--- config.mk ---
export PLATFORM = sky130hd
export DESIGN_NAME = seletor_ativo_par
export DESIGN_NICKNAME = d
export VERILOG_FILES = /design/src/rtl/seletor_ativo_par_pkg.sv /design/src/rtl/seletor_ativo_par_comparador_lanes.sv /design/src/rtl/seletor_ativo_par.sv
export SDC_FILE = /design/constraint.sdc
export NUM_CORES = 1
export LEC_CHECK = 0
export CELL_PAD_IN_SITES_DETAIL_PLACEMENT = 0
export CELL_PAD_IN_SITES_GLOBAL_PLACEMENT = 1
export CORE_MARGIN = 2
export CORE_UTILIZATION = 50
export CTS_CLUSTER_DIAMETER = 100
export DETAILED_ROUTE_END_ITERATION = 7
export DONT_BUFFER_PORTS = 1
export PLACE_DENSITY = 0.83
export SLEW_MARGIN = 5
export SYNTH_ARGS = -nofsm -noshare
export SYNTH_HDL_FRONTEND = slang
export SYNTH_SLANG_ARGS = --single-unit
--- constraint.sdc ---
create_clock -name clk -period 16.81 [get_ports clk]
set_clock_uncertainty 0.15 [all_clocks]
set_input_delay 3.362 -clock clk [delete_from_list [all_inputs] [get_ports clk]]
set_output_delay 3.362 -clock clk [all_outputs]
set_load 0.1 [all_outputs]
--- src/rtl/seletor_ativo_par_pkg.sv ---
// Shared definitions for the active-node selector: width helper, FSM encodings
// and criterion sentinels (sliced to CRITERIO_WIDTH by the users).
package seletor_ativo_par_pkg;

    function automatic int clog2(input int valor);
        int r;
        int v;
        r = 0;
        v = valor - 1;
        while (v > 0) begin
            r = r + 1;
            v = v >> 1;
        end
        return r;
    endfunction

    localparam logic [0:0] ST_IDLE = 1'b0;
    localparam logic [0:0] ST_SCAN = 1'b1;

    // Wide enough for any practical criterion width; users keep the low bits.
    localparam logic [31:0] CRIT_MAX_SENTINEL = '1;
    localparam logic [31:0] CRIT_MIN_SENTINEL = '0;

endpackage

--- src/rtl/seletor_ativo_par_comparador_lanes.sv ---
// Combinational reduction of the running best against LANES candidates,
// keeping the lowest index on ties.
module comparador_lanes #(
    parameter int LANES          = 4,
    parameter int CRITERIO_WIDTH = 5,
    parameter int IDX_WIDTH      = 4
) (
    input  logic                             modo_max_in,
    input  logic [CRITERIO_WIDTH-1:0]        best_crit_in,
    input  logic                             best_valido_in,
    input  logic [IDX_WIDTH-1:0]             best_idx_in,
    input  logic [LANES*CRITERIO_WIDTH-1:0]  cand_crit_in,
    input  logic [LANES-1:0]                 cand_ativo_in,
    input  logic [LANES*IDX_WIDTH-1:0]       cand_idx_in,
    output logic [CRITERIO_WIDTH-1:0]        best_crit_out,
    output logic                             best_valido_out,
    output logic [IDX_WIDTH-1:0]             best_idx_out
);

    logic [CRITERIO_WIDTH-1:0] crit_l;
    logic                      melhor_l;

    // NOTE: every signal driven here gets a default before the loop, so no latch is inferred.
    always_comb begin
        best_crit_out   = best_crit_in;
        best_valido_out = best_valido_in;
        best_idx_out    = best_idx_in;
        crit_l          = '0;
        melhor_l        = 1'b0;
        // Lanes are visited in ascending index order, and only a strict
        // improvement displaces the current best, so ties keep the lower index.
        for (int l = 0; l < LANES; l++) begin
            crit_l   = cand_crit_in[l*CRITERIO_WIDTH +: CRITERIO_WIDTH];
            melhor_l = modo_max_in ? (crit_l > best_crit_out) : (crit_l < best_crit_out);
            if (cand_ativo_in[l] && (!best_valido_out || melhor_l)) begin
                best_crit_out   = crit_l;
                best_valido_out = 1'b1;
                best_idx_out    = cand_idx_in[l*IDX_WIDTH +: IDX_WIDTH];
            end
        end
    end

endmodule

--- src/rtl/seletor_ativo_par.sv ---
// Active-node classifier: snapshots NUM_NA criteria/flags on start_in and scans
// them LANES per cycle, reporting the min/max active criterion and its index.
module seletor_ativo_par
    import seletor_ativo_par_pkg::*;
#(
    parameter  int NUM_NA         = 16,
    parameter  int CRITERIO_WIDTH = 5,
    parameter  int LANES          = 4,
    localparam int IDX_WIDTH      = clog2(NUM_NA)
) (
    input  logic                               clk,
    input  logic                               rst_n,
    input  logic                               start_in,
    input  logic                               modo_max_in,
    input  logic [NUM_NA-1:0]                  na_ativo_in,
    input  logic [NUM_NA*CRITERIO_WIDTH-1:0]   na_criterio_in,
    output logic                               busy_o,
    output logic                               pronto_o,
    output logic                               valido_o,
    output logic [CRITERIO_WIDTH-1:0]          criterio_out,
    output logic [IDX_WIDTH-1:0]               indice_out
);

    localparam int BEATS      = (NUM_NA + LANES - 1) / LANES;
    localparam int BEAT_WIDTH = (clog2(BEATS) > 1) ? clog2(BEATS) : 1;
    localparam int TOTAL      = BEATS * LANES;
    localparam logic [CRITERIO_WIDTH-1:0] SENT_MAX = CRIT_MAX_SENTINEL[CRITERIO_WIDTH-1:0];
    localparam logic [CRITERIO_WIDTH-1:0] SENT_MIN = CRIT_MIN_SENTINEL[CRITERIO_WIDTH-1:0];

    logic [0:0]                          estado_q, estado_d;
    logic [BEAT_WIDTH-1:0]               beat_q, beat_d;
    logic [NUM_NA-1:0]                   ativo_q, ativo_d;
    logic [NUM_NA*CRITERIO_WIDTH-1:0]    crit_q, crit_d;
    logic                                modo_q, modo_d;
    logic [CRITERIO_WIDTH-1:0]           best_crit_q, best_crit_d;
    logic                                best_valido_q, best_valido_d;
    logic [IDX_WIDTH-1:0]                best_idx_q, best_idx_d;
    logic                                pronto_q, pronto_d;
    logic                                valido_q, valido_d;
    logic [CRITERIO_WIDTH-1:0]           criterio_q, criterio_d;
    logic [IDX_WIDTH-1:0]                indice_q, indice_d;

    logic [TOTAL-1:0]                    ativo_pad;
    logic [TOTAL*CRITERIO_WIDTH-1:0]     crit_pad;
    int                                  base;
    logic [LANES-1:0]                    cand_ativo;
    logic [LANES*CRITERIO_WIDTH-1:0]     cand_crit;
    logic [LANES*IDX_WIDTH-1:0]          cand_idx;
    logic [CRITERIO_WIDTH-1:0]           red_crit;
    logic                                red_valido;
    logic [IDX_WIDTH-1:0]                red_idx;
    logic                                ultimo_beat;

    // Zero padding past NUM_NA makes the phantom lanes of a partial last beat inactive.
    always_comb begin
        ativo_pad                          = '0;
        crit_pad                           = '0;
        ativo_pad[NUM_NA-1:0]              = ativo_q;
        crit_pad[NUM_NA*CRITERIO_WIDTH-1:0] = crit_q;
        base                               = int'(beat_q) * LANES;
        cand_ativo = LANES'(ativo_pad >> base);
        cand_crit  = (LANES*CRITERIO_WIDTH)'(crit_pad >> (base * CRITERIO_WIDTH));
        cand_idx   = '0;
        for (int l = 0; l < LANES; l++) begin
            cand_idx[l*IDX_WIDTH +: IDX_WIDTH] = IDX_WIDTH'(base + l);
        end
    end

    comparador_lanes #(
        .LANES          (LANES),
        .CRITERIO_WIDTH (CRITERIO_WIDTH),
        .IDX_WIDTH      (IDX_WIDTH)
    ) u_comparador (
        .modo_max_in     (modo_q),
        .best_crit_in    (best_crit_q),
        .best_valido_in  (best_valido_q),
        .best_idx_in     (best_idx_q),
        .cand_crit_in    (cand_crit),
        .cand_ativo_in   (cand_ativo),
        .cand_idx_in     (cand_idx),
        .best_crit_out   (red_crit),
        .best_valido_out (red_valido),
        .best_idx_out    (red_idx)
    );

    assign ultimo_beat = (beat_q == BEAT_WIDTH'(BEATS - 1));

    always_comb begin
        estado_d      = estado_q;
        beat_d        = beat_q;
        ativo_d       = ativo_q;
        crit_d        = crit_q;
        modo_d        = modo_q;
        best_crit_d   = best_crit_q;
        best_valido_d = best_valido_q;
        best_idx_d    = best_idx_q;
        pronto_d      = 1'b0;
        valido_d      = valido_q;
        criterio_d    = criterio_q;
        indice_d      = indice_q;

        if (estado_q == ST_SCAN) begin
            best_crit_d   = red_crit;
            best_valido_d = red_valido;
            best_idx_d    = red_idx;
            beat_d        = beat_q + 1'b1;
            if (ultimo_beat) begin
                estado_d   = ST_IDLE;
                pronto_d   = 1'b1;
                valido_d   = red_valido;
                criterio_d = red_crit;
                indice_d   = red_idx;
            end
        end

        // A start overrides the scan state (abort/restart) but never the result write above.
        if (start_in) begin
            estado_d      = ST_SCAN;
            beat_d        = '0;
            ativo_d       = na_ativo_in;
            crit_d        = na_criterio_in;
            modo_d        = modo_max_in;
            best_crit_d   = modo_max_in ? SENT_MIN : SENT_MAX;
            best_valido_d = 1'b0;
            best_idx_d    = '0;
        end
    end

    // NOTE: state registers use non-blocking assignments only; all next values come from the comb block.
    always_ff @(posedge clk or negedge rst_n) begin
        if (!rst_n) begin
            estado_q      <= ST_IDLE;
            beat_q        <= '0;
            ativo_q       <= '0;
            crit_q        <= '0;
            modo_q        <= 1'b0;
            best_crit_q   <= SENT_MAX;
            best_valido_q <= 1'b0;
            best_idx_q    <= '0;
            pronto_q      <= 1'b0;
            valido_q      <= 1'b0;
            criterio_q    <= SENT_MAX;
            indice_q      <= '0;
        end else begin
            estado_q      <= estado_d;
            beat_q        <= beat_d;
            ativo_q       <= ativo_d;
            crit_q        <= crit_d;
            modo_q        <= modo_d;
            best_crit_q   <= best_crit_d;
            best_valido_q <= best_valido_d;
            best_idx_q    <= best_idx_d;
            pronto_q      <= pronto_d;
            valido_q      <= valido_d;
            criterio_q    <= criterio_d;
            indice_q      <= indice_d;
        end
    end

    assign busy_o       = (estado_q == ST_SCAN);
    assign pronto_o     = pronto_q;
    assign valido_o     = valido_q;
    assign criterio_out = criterio_q;
    assign indice_out   = indice_q;

endmodule

### After elaboration in Yosys (flattened, before gate mapping)

Index checks and enable logic that the tools add are counted.

| word-level totals | value |
|---|---|
| input bits | 100 |
| bits in registers | 121 |
| logic and storage cells | 72 |
| output and inout bits | 12 |

| cells by class | value |
|---|---|
| $mul | 1 |
| reduce and logical (&&, ||, !) cells | 14 |
| shifts and indexed selects | 2 |
| add/sub/neg operators | 4 |
| magnitude comparators | 8 |
| equality and inequality tests | 1 |
| multiplexer cells | 30 |

Operators with widths:

| kind | count |
|---|---|
| 80-bit by 7-bit >> shifter with 20-bit output | 1 |
| 5-bit 2-to-1 mux | 7 |
| 4-bit 2-to-1 mux | 6 |
| 5-bit greater-than comparator | 4 |
| 5-bit less-than comparator | 4 |
| 16-bit by 4-bit >> shifter with 4-bit output | 1 |
| 1-bit 2-to-1 mux | 15 |
| 4-bit by 2-bit adder with 4-bit output, second input constant | 2 |
| 2-bit by 3-bit multiplier with 5-bit output, second input constant | 1 |
| 4-bit by 1-bit adder with 4-bit output, second input constant | 1 |
| 1-bit logical AND | 4 |
| 1-bit logical NOT | 4 |
| 1-bit logical OR | 4 |
| 2-bit 2-to-1 mux | 2 |
| 2-bit by 1-bit adder with 2-bit output, second input constant | 1 |
| 2-bit equality test, second input constant | 1 |
| 2-bit AND reduction | 1 |
| 2-bit nonzero test | 1 |

### Depth between registers and ports, before layout

Gate-level depths: netlist (run 1).

| logic depth | value |
|---|---|
| depth in word-level cells | 24 |
| gate-level depth with buffers | 35 |
| mapped depth without buffers | 31 |

### By module

From an unflattened synthesis (run 1), not the netlist that was laid out.

| second synthesis, totals | value |
|---|---|
| cell total of the unflattened synthesis | 484 |
| area, all modules | 6431.2 um^2 |

By module, submodules not included:

| module | area each (um^2) | instances | sequential area each (um^2) | cells each |
|---|---|---|---|---|
| seletor_ativo_par | 5203.7 | 1 | 3040.4 | 306 |
| comparador_lanes | 1227.4 | 1 | 0.0 | 178 |

### Worst setup path after synthesis (run 1)

OpenSTA, ideal clock, no wires.

| timing path | value |
|---|---|
| kind | register to register |
| start | register beat_q[0] |
| end | register best_idx_q[2] |
| cell stages (with the launch flop) | 34 |
| data required time | 16.582 ns |
| setup time | 0.078 ns |
| buffers on the path | 4 |
| arrival | 7.061 ns |
| slack | 9.521 ns |
| period minus slack after synthesis | 7.289 ns |
| cells stage by stage | dfrtp_1 > buf_6 > buf_4 > mux4_2 > ha_1 > nand4_1 > o21bai_1 > o31ai_1 > o211ai_1 > and2_1 > ha_1 > a21oi_1 > nand2_1 > o221a_2 > o31ai_4 > buf_6 > o211ai_1 > o21a_1 > ha_1 > nand3b_1 > a21o_1 > and3b_1 > o31a_1 > buf_6 > a311oi_2 > a21oi_1 > ha_1 > a21oi_1 > a21o_1 > and3b_1 > o31ai_4 > nand4_2 > a21bo_1 > a21oi_1 |

| on the way | value |
|---|---|
| cells in the longest elaborated chain, start to end | 24 |
| elaborated cells between the ends (all ways) | 41 |
| those cells by class | add/sub: 3; mul: 1; order compare: 8; shift: 2; mux: 16; reduce/logical: 11 |

Ends and longest elaborated chain:

| item | line | RTL |
|---|---|---|
| from (decl) | seletor_ativo_par.sv:31 | `logic [BEAT_WIDTH-1:0] beat_q, beat_d;` |
| from (signal assigned) | seletor_ativo_par.sv:146 | `beat_q <= beat_d;` |
| 2-bit by 3-bit multiplier with 5-bit output | seletor_ativo_par.sv:62 | `cand_crit = (LANES*CRITERIO_WIDTH)'(crit_pad >> (base * CRITERIO_WIDTH));` |
| 80-bit by 7-bit >> shifter with 20-bit output | seletor_ativo_par.sv:62 |  |
| 5-bit less-than comparator or 5-bit greater-than comparator (tied branches) | seletor_ativo_par_comparador_lanes.sv:34 | `melhor_l = modo_max_in ? (crit_l > best_crit_out) : (crit_l < best_crit_out);` |
| 1-bit 2-to-1 mux | seletor_ativo_par_comparador_lanes.sv:34 |  |
| 1-bit logical OR | seletor_ativo_par_comparador_lanes.sv:35 | `if (cand_ativo_in[l] && (!best_valido_out \|\| melhor_l)) begin` |
| 1-bit logical AND | seletor_ativo_par_comparador_lanes.sv:35 |  |
| 5-bit 2-to-1 mux | seletor_ativo_par_comparador_lanes.sv:35 |  |
| 5-bit less-than comparator or 5-bit greater-than comparator (tied branches) | seletor_ativo_par_comparador_lanes.sv:34 |  |
| [... 8 more ...] | -- |  |
| 5-bit 2-to-1 mux | seletor_ativo_par_comparador_lanes.sv:35 |  |
| 5-bit less-than comparator or 5-bit greater-than comparator (tied branches) | seletor_ativo_par_comparador_lanes.sv:34 |  |
| 1-bit 2-to-1 mux | seletor_ativo_par_comparador_lanes.sv:34 |  |
| 1-bit logical OR | seletor_ativo_par_comparador_lanes.sv:35 |  |
| 1-bit logical AND | seletor_ativo_par_comparador_lanes.sv:35 |  |
| 4-bit 2-to-1 mux * | seletor_ativo_par_comparador_lanes.sv:35 |  |
| 4-bit 2-to-1 mux * | seletor_ativo_par.sv:102 | `if (estado_q == ST_SCAN) begin` |
| 4-bit 2-to-1 mux * | seletor_ativo_par.sv:117 | `if (start_in) begin` |
| to (signal assigned) | seletor_ativo_par.sv:152 | `best_idx_q <= best_idx_d;` |
| to (decl) | seletor_ativo_par.sv:37 | `logic [IDX_WIDTH-1:0] best_idx_q, best_idx_d;` |

Mark *: on every way between the ends. The rest lies on a longest branch, timed or not. The select of a mux whose other input is x is not followed.
A chain may end at the register's enable or synchronous reset.

### Worst setup path in the final report (run 1)

| timing path | value |
|---|---|
| start | register beat_q[0] |
| end | register best_idx_q[3] |

The elaborated chain is that of the path after synthesis.

==> metrics.md, run 1 <==
| Metric | Value |
|---|---|
| Leakage power | 2.894 nW |
| Number of remaining DRC errors | 0 |
| WL final | between 10000 and 15000 µm |
| Multi-input combinational cell area | between 3000 and 4000 µm² |
| Area Growth Syn to Fin | 11.24% |
| CTS Sinks | approximately 120 |
| Largest area contributor in the netlist | dfrtp_1 |
| Yosys reg bits | 121 |
| Final Critical Period | between 8000 and 9000 ps |
| PD cells | ~180 nW/µm² |
| CTS H-Tree Depth | 4 |
| Die Footprint | 13440 µm² |
| Worst EP arrival | between 9000 and 10000 ps |
| Pins over their slew limit | 0 |
| Outcome | finished, final reports clean |
| Sequential cell area | 3042 µm² |
| GRT met3 Usage | 0.08211 |
| Placer Congestion | 0.8361 |
| Sequential fraction of the synthesis area | 0.4853 |
| FFs w/ async S/R, synth | 1.000 |
| Final setup TNS | 0 ps |
| CTS Root Cell | clkbuf_16 |
| GRT Overall Usage | 0.2065 |
| Die Wd | between 100 and 150 µm |
| Syn. warnings | 0 |
| R2r endpoint | best_idx_q[3] |
| Hold_sp | crit_pad[44] |
| Initial antenna violation count | 0 |
| DIE HEIGHT | 115.9 µm |
| Peak VDD IR | approximately 100 µV |
| Remaining antenna violation count | 0 |
| Layout cells sized above 1 | 0.3892 |
| First drt pass iteration count | 4 |
| Hold-fix buffers, CTS | 0 |
| CTS tree | built |
| R2R depth | 30 |
| Rel. slew slack | 0.3921 |
| Hold_ws | about 350 ps |
| Met1 Track Usage GR | 0.2654 |
| Final Cycle Share | 0.5274 |
| Synthesized net count | between 500 and 600 |
| RSZ-0062 raised after global routing | no |
| Max incr delay on CP | between 600 and 700 ps |
| Core area | ~12000 µm² |
| Critical Path RT | ~17000 ps |
| CP endpoint kind | flop |
| Max Fclk | roughly 0.11 GHz |
| Drt first-iter violations | around 190 |
| Hold path depth | 1 |
| Inst Count DP | 619 |
| Clk buf depth | 2 |
| Main synth FF type | dfrtp_1 |
| Kind of critical path | flop to flop |
| Number of enable flip-flop cells after synthesis | 0 |
| Final net count | approximately 590 |
| Area share of the leading cell type in the synthesized netlist | 0.4434 |
| Clk_lat worst skew | 420 ps |
| Post-DR wirelength/cell | 19.66 µm |
| Critical path origin | beat_q[0] |
| Num rows | 40 |
| Final core utilization | 0.5754 |
| Least-Margin Pin Slew | 911.8 ps |
| Worst min path class | flop to flop |
| CTS clk-pin slew, worst paths | around 60 ps |
| Starting Density | 0.5173 |
| # setup viols final | 0 |
| Largest net degree at the start of global routing | roughly 120 |
| Ant diodes | 0 |
| Total number of vias | around 3800 |
| Startpoint Class | flop |
| Most Crowded Layer GR | met2 |
| Library cells used by synthesis | 55 |
| Worst Hold End | crit_pad[44] |
| CP max stage cell | o21ai_0 |
| Post-DP HPWL | 9082 µm |
| Final hold violation count | 0 |
| Non-Filler Instances | between 600 and 700 |
| Fillers | between 1000 and 1500 |
| Reg2reg start | beat_q[0] |
| Via density | ~6 |
| PortBufs | 0 |
| PostCTS Resize Cnt | 0 |
| Mapped Area | 6265 µm² |
| CP Max Fanout | 16 |
| Grt ovf | 0 |
| CTS buffer count | 17 |
| Top post-synthesis cells by area | dfrtp_1 (44%), mux2_2 (18%), mux4_2 (8.3%), dfstp_2 (4.2%), ha_1 (4.2%) |
| Global routing usage on met2 | 0.3162 |
| Cells after Synth | about 470 |
| Mean post-synth cell area | around 13 µm² |
| Post-CTS setup buffer count | 0 |
| Total power draw | ~1.2 mW |
| First-pass GRT wire length | ~21000 µm |
| Max Cap Violations | 0 |
| Vias in the first global route | 4023 |
| Setup slack, reg-to-reg | about 7900 ps |
| I/O pin count | 112 |
-- final cells by class --
class,instances,area share
Clock buffer,19,0.06499
Multi-Input combinational cell,314,0.4373
Sequential cell,121,0.4364
Tap cell,168,0.03016
Inverter,13,0.007002
Clock inverter,13,0.02083
Timing Repair Buffer,3,0.003232
-- registers in the layout (all words and copies together) (netlist names), 2 cells and up --
name,count
ativo_pad,16
criterio_out,5
crit_pad,80
beat_q,2
indice_out,4
best_idx_q,4
best_crit_q,5
-- layout by cell type (no fill, tap or decap), drive strengths merged, types with 3 or more instances in the layout --
cell / instances
a211oi: 6
a21bo: 4
a21o: 10
a21oi: 17
a311oi: 3
a31oi: 4
and2: 5
buf: 3
clkbuf: 19
clkinv: 4
clkinvlp: 6
dfrtp: 111
dfstp: 10
ha: 21
inv: 14
mux2: 99
mux2i: 5
mux4: 23
nand2: 24
nand2b: 6
nand3: 8
nor2: 10
nor3: 7
o211a: 3
o211ai: 6
o21ai: 18
o22ai: 3
o31a: 3
o31ai: 9
-- worst max-delay path by stage --
stage,to,slack (ps)
after floorplan,best_idx_q[2],9520
after global placement,best_idx_q[3],8260
after detailed placement,best_idx_q[3],8010
after CTS,best_idx_q[3],7980
after global routing,best_idx_q[2],7150
final,best_idx_q[3],7940
-- metrics by stage --
| step | setup WS [ps] | cell area (µm²) |
|---|---|---|
| global route | 7152 | 6969 |
| detailed placement | 8013 | 6371 |
| global placement | 8262 | 6371 |
| floorplan | 9521 | 6265 |
| finish | 7944 | 6969 |
| CTS | 7982 | 6969 |
-- synthesized netlist by cell type, types with 2 or more instances --
cell and instances:
o22ai_1 3, mux4_2 23, o31a_1 2, ha_1 21, nor2_1 8, nand3b_1 2
o211ai_1 6, nand2_1 24, and3b_1 2, mux2i_1 5, mux2_2 99, buf_2 3
o31ai_4 3, o21a_1 2, a211oi_1 4, nor3_1 7, nand2b_1 6, a21bo_1 2
a311oi_2 2, dfrtp_1 111, a21o_1 10, o31ai_1 6, buf_6 3, a211oi_2 2
a21bo_2 2, nor2_4 2, dfstp_2 10, inv_1 12, a21oi_1 17, a31oi_1 4
clkbuf_1 15, o21ai_0 16, o211a_1 3, o21ai_1 2, buf_1 4, and2_1 5
nand3_1 8
-- layer usage --
layer | up-vias | wire length [µm]
met5 | - | 0
met4 | 0 | 105
met3 | 9 | 903
met2 | 109 | 6077
met1 | 1901 | 5710
li1 | 1782 | -
-- report_power, final --
part           internal (mW)  switching (mW)  leakage (nW)  total [mW]
registers              0.345           0.112          1.41       0.457
logic                  0.188           0.230          1.21       0.418
clock network          0.226           0.135         0.274       0.361
total                  0.759           0.477          2.89        1.24
-- critical path, delay by kind of cell (launching register included) --
kind	cells	cell delay, ps
AOI/OAI and AO/OA	17	4840
and+or+nand+nor	7	1130
adders and majority gates	4	1060
DFF	1	640
muxes	1	570
buffers and inverters	1	380
-- cell families after synthesis --
kind of cell / count (synthesis) / share of synthesized area
adder cells (fa/ha/maj): 21 / 0.04194
AO/OA/AOI/OAI: 94 / 0.1140
buffers and inverters: 39 / 0.02816
multiplexers: 127 / 0.2686
AND/OR/NAND/NOR: 71 / 0.06052
XOR/XNOR: 1 / 0.001398
flip-flops: 121 / 0.4853
Note: power is estimated with default switching activity, not from simulation.
==> run 2, diff against run 1 <==
==> constraint.sdc (replaced) <==
create_clock -name clk -period 8.42 [get_ports clk]
set_clock_uncertainty 0.15 [all_clocks]
set_input_delay 1.684 -clock clk [delete_from_list [all_inputs] [get_ports clk]]
set_output_delay 1.684 -clock clk [all_outputs]
set_load 0.1 [all_outputs]
==> metrics.md, run 2 (synthesized netlist as in run 1, its figures left out) <==
| Metric | Value |
|---|---|
| Hold-fix buffers, CTS | 0 (unchanged) |
| CTS H-Tree Depth | 4 (unchanged) |
| Final Critical Period | 7917 ps (was 8866 ps) |
| Non-Filler Instances | 656 (was 651) |
| WL final | 13010 µm (was 12800 µm) |
| Worst min path class | flop to flop (unchanged) |
| Most frequent cells in the layout | dfrtp_1 (110), mux2_2 (99), nand2_1 (24), mux4_2 (23), ha_1 (21) (unchanged) |
| PortBufs | 0 (unchanged) |
| Total power draw | 2.526 mW (was 1.236 mW) |
| P_int | 1.577 mW (was 0.7591 mW) |
| First-pass GRT wire length | 21310 µm (was 20690 µm) |
| Critical Path RT | 8610 ps (was 17000 ps) |
| Post-DR wirelength/cell | 19.83 µm (was 19.66 µm) |
| Sequential Power Share | 0.360 (was 0.370) |
| Inst Count DP | 622 (was 619) |
| Largest net degree at the start of global routing | 122 (unchanged) |
| Clk_lat worst skew | 420 ps (about the same) |
| Vias in the first global route | 4190 (was 4023) |
| Least-Margin Pin Slew | 908.6 ps (was 911.8 ps) |
| Total number of vias | 3860 (was 3801) |
| Max incr delay on CP | 580 ps (was 670 ps) |
| Peak VDD IR | 178.1 µV (was 99.58 µV) |
| Setup slack, reg-to-reg | 500 ps (was 7940 ps) |
| Clock share of power | 0.300 (was 0.292) |
| Worst Hold End | crit_pad[57] (was crit_pad[44]) |
| CTS Root Cell | clkbuf_16 (unchanged) |
| Final WS setup | 503.4 ps (was 7944 ps) |
| CTS buffer count | 17 (unchanged) |
| # setup viols final | 0 (unchanged) |
| DIE HEIGHT | 115.9 µm (unchanged) |
| Critical path origin | beat_q[0] (unchanged) |
| Initial antenna violation count | 0 (unchanged) |
| PD cells | 358.8 nW/µm² (was 177.3 nW/µm²) |
| Comb power frac | 0.340 (was 0.338) |
| Hold_sp | crit_pad[57] (was crit_pad[44]) |
| CP endpoint kind | flop (unchanged) |
| DP Worst Slack | 339.0 ps (was 8013 ps) |
| CP Max Fanout | 11 (was 16) |
| Die Wd | 115.9 µm (unchanged) |
| Placer Congestion | 0.8652 (was 0.8361) |
| Final core utilization | 0.5812 (was 0.5754) |
| Num rows | 40 (unchanged) |
| Clk buf depth | 2 (unchanged) |
| Core area | 12110 µm² (unchanged) |
| Area Growth Syn to Fin | 12.36% (was 11.24%) |
| Ant diodes | 0 (unchanged) |
| Final net count | 596 (was 591) |
| First drt pass iteration count | 4 (unchanged) |
| Post-DP HPWL | 9392 µm (was 9082 µm) |
| Startpoint Class | flop (unchanged) |
| Leakage power | 2.939 nW (was 2.894 nW) |
| CTS clk-pin slew, worst paths | 50 ps (was 60 ps) |
| CP max stage cell | mux4_2 (was o21ai_0) |
| R2R depth | 29 (was 30) |
| Sw frac | 0.3758 (was 0.3857) |
| Layout cells sized above 1 | 0.3955 (was 0.3892) |
| GRT Overall Usage | 0.2103 (was 0.2065) |
| Final hold violation count | 0 (unchanged) |
| Fillers | 993 (was 1018) |
| Remaining antenna violation count | 0 (unchanged) |
| I/O pin count | 112 (unchanged) |
| Drt first-iter violations | 186 (was 187) |
| Final Cycle Share | 0.9402 (was 0.5274) |
| Grt ovf | 0 (unchanged) |
| CTS tree | built (unchanged) |
| Largest register FFs | 80 (unchanged) |
| Starting Density | 0.5173 (unchanged) |
| Commonest non-fill, non-tap cell in the layout | dfrtp_1 (unchanged) |
| CTS Sinks | 121 (unchanged) |
| Rel. slew slack | 0.3943 (was 0.3921) |
| R2r endpoint | best_idx_q[3] (unchanged) |
| Pins over their slew limit | 0 (unchanged) |
| Via density | 5.884 (was 5.839) |
| Hold path depth | 1 (unchanged) |
| Number of remaining DRC errors | 0 (unchanged) |
| Kind of critical path | flop to flop (unchanged) |
| Net load switching power | 0.9492 mW (was 0.4766 mW) |
| Outcome | finished, final reports clean (unchanged) |
| Die Footprint | 13440 µm² (unchanged) |
| Max Cap Violations | 0 (unchanged) |
| Reg2reg start | beat_q[0] (unchanged) |
| Worst EP arrival | 8100 ps (was 9050 ps) |
| Max Fclk | 0.1263 GHz (was 0.1128 GHz) |
==> run 2: power groups by stage <==
stage	registers (mW)	logic [mW]	clock network, mW
floorplan	0.898	0.690	0
finish	0.910	0.858	0.758
global route	0.924	0.954	0.801
global placement	0.917	0.817	0
detailed placement	0.920	0.844	0
CTS	0.912	0.847	0.774
==> run 2: metrics by stage <==
| stage | hold slack, ps | instance area (µm²) | setup TNS (ps) |
|---|---|---|---|
| 3_5_place_dp | 340.4 | 6394 | 0 |
| 4_1_cts | 352.8 | 7014 | 0 |
| 2_1_floorplan | 325.0 | 6265 | 0 |
| 3_3_place_gp | 334.9 | 6394 | 0 |
| 6_report | 350.8 | 7039 | 0 |
| 5_1_grt | 374.6 | 7039 | -40.19 |
==> run 2: layout make-up <==
| class | count | area (µm²) | share of cell area |
|---|---|---|---|
| multi-input combinational | 314 | 3058 | 0.4344 |
| sequential | 121 | 3042 | 0.4321 |
| clock buffer | 20 | 446.7 | 0.06346 |
| tap | 168 | 210.2 | 0.02986 |
| clock inverter | 12 | 173.9 | 0.02471 |
| timing repair buffer | 8 | 60.06 | 0.008532 |
| inverter | 13 | 48.80 | 0.006932 |
==> run 2: layer usage <==
| layer | part of all wire | global-route usage | routed length [µm] |
|---|---|---|---|
| met5 | 0 | 0 | 0 |
| met2 | 0.50 | 0.3333 | 6448 |
| met4 | 0.018 | 0.08889 | 240 |
| met1 | 0.41 | 0.2603 | 5373 |
| met3 | 0.073 | 0.07950 | 946 |
==> run 2: what timing repair did <==
item | CTS | global route
buffers inserted | 0 | 2
resized for setup | 0 | 2
hold endpoints to repair | 0 | 0
setup endpoints to repair | 0 | 17
==> run 2: how the worst max path moves through the flow <==
stage,to,slack (ps),depth (start not counted)
final,best_idx_q[3],500,29
after global routing,best_idx_q[3],-20,29
after CTS,best_idx_q[3],280,30
after floorplan,best_idx_q[2],1130,33
after global placement,criterio_out[2],600,31
after detailed placement,best_idx_q[3],340,30
==> run 2: worst max-delay path, delay by kind of cell (launching register included) <==
kind / cells / cell delay, ps
and+or+nand+nor: 8 / 1390
adders and majority gates: 4 / 1100
AOI/OAI and AO/OA: 16 / 4160
DFF: 1 / 450
muxes: 1 / 580
==> run 3, diff against run 2 <==
--- a/config.mk
+++ b/config.mk
@@ -5,14 +5,14 @@
 export SDC_FILE = /design/constraint.sdc
 export NUM_CORES = 1
 export LEC_CHECK = 0
-export CELL_PAD_IN_SITES_DETAIL_PLACEMENT = 0
-export CELL_PAD_IN_SITES_GLOBAL_PLACEMENT = 1
+export CELL_PAD_IN_SITES_DETAIL_PLACEMENT = 2
+export CELL_PAD_IN_SITES_GLOBAL_PLACEMENT = 2
 export CORE_MARGIN = 2
-export CORE_UTILIZATION = 50
+export CORE_UTILIZATION = 43
 export CTS_CLUSTER_DIAMETER = 100
 export DETAILED_ROUTE_END_ITERATION = 7
 export DONT_BUFFER_PORTS = 1
-export PLACE_DENSITY = 0.83
+export PLACE_DENSITY = 0.84
 export SLEW_MARGIN = 5
 export SYNTH_ARGS = -nofsm -noshare
 export SYNTH_HDL_FRONTEND = slang
==> metrics.md, run 3 (synthesized netlist as in run 1, its figures left out) <==
| Metric | Value |
|---|---|
| Most frequent cells in the layout | dfrtp_1 (109), mux2_2 (99), nand2_1 (24), mux4_2 (23), ha_1 (21) (was dfrtp_1 (110), mux2_2 (99), nand2_1 (24), mux4_2 (23), ha_1 (21)) |
| Post-DP HPWL | 11870 µm (was 9392 µm) |
| Kind of critical path | flop to flop (unchanged) |
| Clk_lat worst skew | 430 ps (was 420 ps) |
| Startpoint Class | flop (unchanged) |
| CTS Sinks | 121 (unchanged) |
| Remaining antenna violation count | 0 (unchanged) |
| Commonest non-fill, non-tap cell in the layout | dfrtp_1 (unchanged) |
| WL final | 17200 µm (was 13010 µm) |
| Grt ovf | 0 (unchanged) |
| # setup viols final | 0 (unchanged) |
| Worst Hold End | crit_pad[72] (was crit_pad[57]) |
| Outcome | finished, final reports clean (unchanged) |
| CP Max Fanout | 11 (unchanged) |
| CP max stage cell | mux4_2 (unchanged) |
| Post-DR wirelength/cell | 25.52 µm (was 19.83 µm) |
| Number of remaining DRC errors | 0 (unchanged) |
| Final Critical Period | 8018 ps (was 7917 ps) |
| GRT Overall Usage | 0.2318 (was 0.2103) |
| Core area | 14370 µm² (was 12110 µm²) |
| CP most frequent cell | a21oi_1 |
| Hold path depth | 1 (unchanged) |
| Final net count | 598 (was 596) |
| Least-Margin Pin Slew | 913.7 ps (was 908.6 ps) |
| Hold-fix buffers, CTS | 0 (unchanged) |
| Max Cap Violations | 0 (unchanged) |
| Non-Filler Instances | 674 (was 656) |
| CP endpoint kind | flop (unchanged) |
| Largest register FFs | 80 (unchanged) |
| R2r endpoint | criterio_out[0] (was best_idx_q[3]) |
| Hold_sp | crit_pad[72] (was crit_pad[57]) |
| Peak VDD IR | 153.6 µV (was 178.1 µV) |
| Worst min path class | flop to flop (unchanged) |
| Max Fclk | 0.1247 GHz (was 0.1263 GHz) |
| Pins over their slew limit | 0 (unchanged) |
| Area Growth Syn to Fin | 14.20% (was 12.36%) |
| Critical Path RT | 8600 ps (was 8610 ps) |
| PortBufs | 0 (unchanged) |
| Final hold violation count | 0 (unchanged) |
| First drt pass iteration count | 6 (was 4) |
| Drt first-iter violations | 147 (was 186) |
| Inst Count DP | 638 (was 622) |
| First-pass GRT wire length | 27140 µm (was 21310 µm) |
| Leakage power | 2.967 nW (was 2.939 nW) |
| CTS buffer count | 17 (unchanged) |
| CTS H-Tree Depth | 4 (unchanged) |
| Final Cycle Share | 0.9523 (was 0.9402) |
| Worst EP arrival | 8190 ps (was 8100 ps) |
| DIE HEIGHT | 124.7 µm (was 115.9 µm) |
| Ant diodes | 0 (unchanged) |
| Die Wd | 124.7 µm (was 115.9 µm) |
| Via density | 5.926 (was 5.884) |
| CTS clk-pin slew, worst paths | 50 ps (about the same) |
| I/O pin count | 112 (unchanged) |
| Placer Congestion | 0.8272 (was 0.8652) |
| Rel. slew slack | 0.3909 (was 0.3943) |
| Total number of vias | 3994 (was 3860) |
| Setup slack, reg-to-reg | 400 ps (was 500 ps) |
| Num rows | 44 (was 40) |
| Layout cells sized above 1 | 0.4204 (was 0.3955) |
| PD cells | 377.7 nW/µm² (was 358.8 nW/µm²) |
| Total power draw | 2.702 mW (was 2.526 mW) |
| Max incr delay on CP | 540 ps (was 580 ps) |
| Fillers | 1344 (was 993) |
| Sequential cell area | 3045 µm² (was 3042 µm²) |
| Multi-input combinational cell area | 3108 µm² (was 3058 µm²) |
| CTS Root Cell | clkbuf_16 (unchanged) |
| Initial antenna violation count | 1 (was 0) |
| Largest net degree at the start of global routing | 122 (unchanged) |
| CTS tree | built (unchanged) |
| R2R depth | 30 (was 29) |
| Starting Density | 0.4360 (was 0.5173) |
| Vias in the first global route | 4665 (was 4190) |
| Clk buf depth | 2 (unchanged) |
| Reg2reg start | beat_q[0] (unchanged) |
| Die Footprint | 15550 µm² (was 13440 µm²) |
-- run 3: cell count changes in the layout (fill, tap and decap cells not counted), sizes merged --
cell    previous run  this run
clkbuf            20        19
buf                8        10
inv               13        14
-- run 3: worst max-delay path: cells and delay by family, from the launching register on --
| kind | cells | cell delay, ps |
|---|---|---|
| flops | 1 | 490 |
| compound gates | 18 | 4410 |
| fa+ha+maj | 4 | 1210 |
| buf+inv | 1 | 190 |
| mux | 1 | 540 |
| simple gates | 6 | 900 |
-- run 3: area by class of cell --
class / instances / share of cell area
repair buffers: 10 / 0.01049
clock inverters: 13 / 0.02711
flip-flops and latches: 121 / 0.4257
clock buffers: 19 / 0.06331
well taps: 184 / 0.03218
multi-input cells: 314 / 0.4344
inverters: 13 / 0.006821
-- run 3: power breakdown --
| group | internal [mW] | total [mW] | switching, mW |
|---|---|---|---|
| Sequential | 0.690 | 0.923 | 0.233 |
| Combinational | 0.425 | 0.995 | 0.570 |
| Clock | 0.513 | 0.785 | 0.272 |
| Total | 1.63 | 2.70 | 1.08 |
-- run 3: how the worst max path moves through the flow --
stage               from         endpoint  cells after the start  slack [ps]
5_1_grt        beat_q[0]   best_crit_q[0]                     30         -70
2_1_floorplan  beat_q[0]    best_idx_q[2]                     33        1130
3_5_place_dp   beat_q[0]    best_idx_q[2]                     30         100
6_report       beat_q[0]  criterio_out[0]                     30         400
3_3_place_gp   beat_q[0]  criterio_out[2]                     29         620
4_1_cts        beat_q[0]    best_idx_q[2]                     29          50
-- run 3: through the flow --
stage,hold WS (ps),setup TNS (ps),util,setup WS (ps),instance area [µm²]
after floorplan,325.0,0,-,1131,6265
after CTS,354.1,0,0.4930,52.02,7084
after detailed placement,341.4,0,0.4464,103.5,6414
after global routing,361.3,-365.3,0.4979,-71.41,7154
after global placement,334.5,0,0.4464,620.6,6414
final,351.7,0,0.4979,402.0,7154
-- run 3: metal layers --
layer,share of wire,vias up,track usage
li1,-,1782,-
met1,0.40,2105,0.2666
met2,0.54,87,0.4105
met3,0.049,20,0.06572
met4,0.018,0,0.08526
met5,0,-,0
-- run 3: repair_timing --
action                                  in CTS  in global routing
setup buffers                                0                  4
endpoints found under the setup margin      14                 18
pin swaps                                    0                  2
cloned                                       0                  0
gates resized for setup                      6                  8
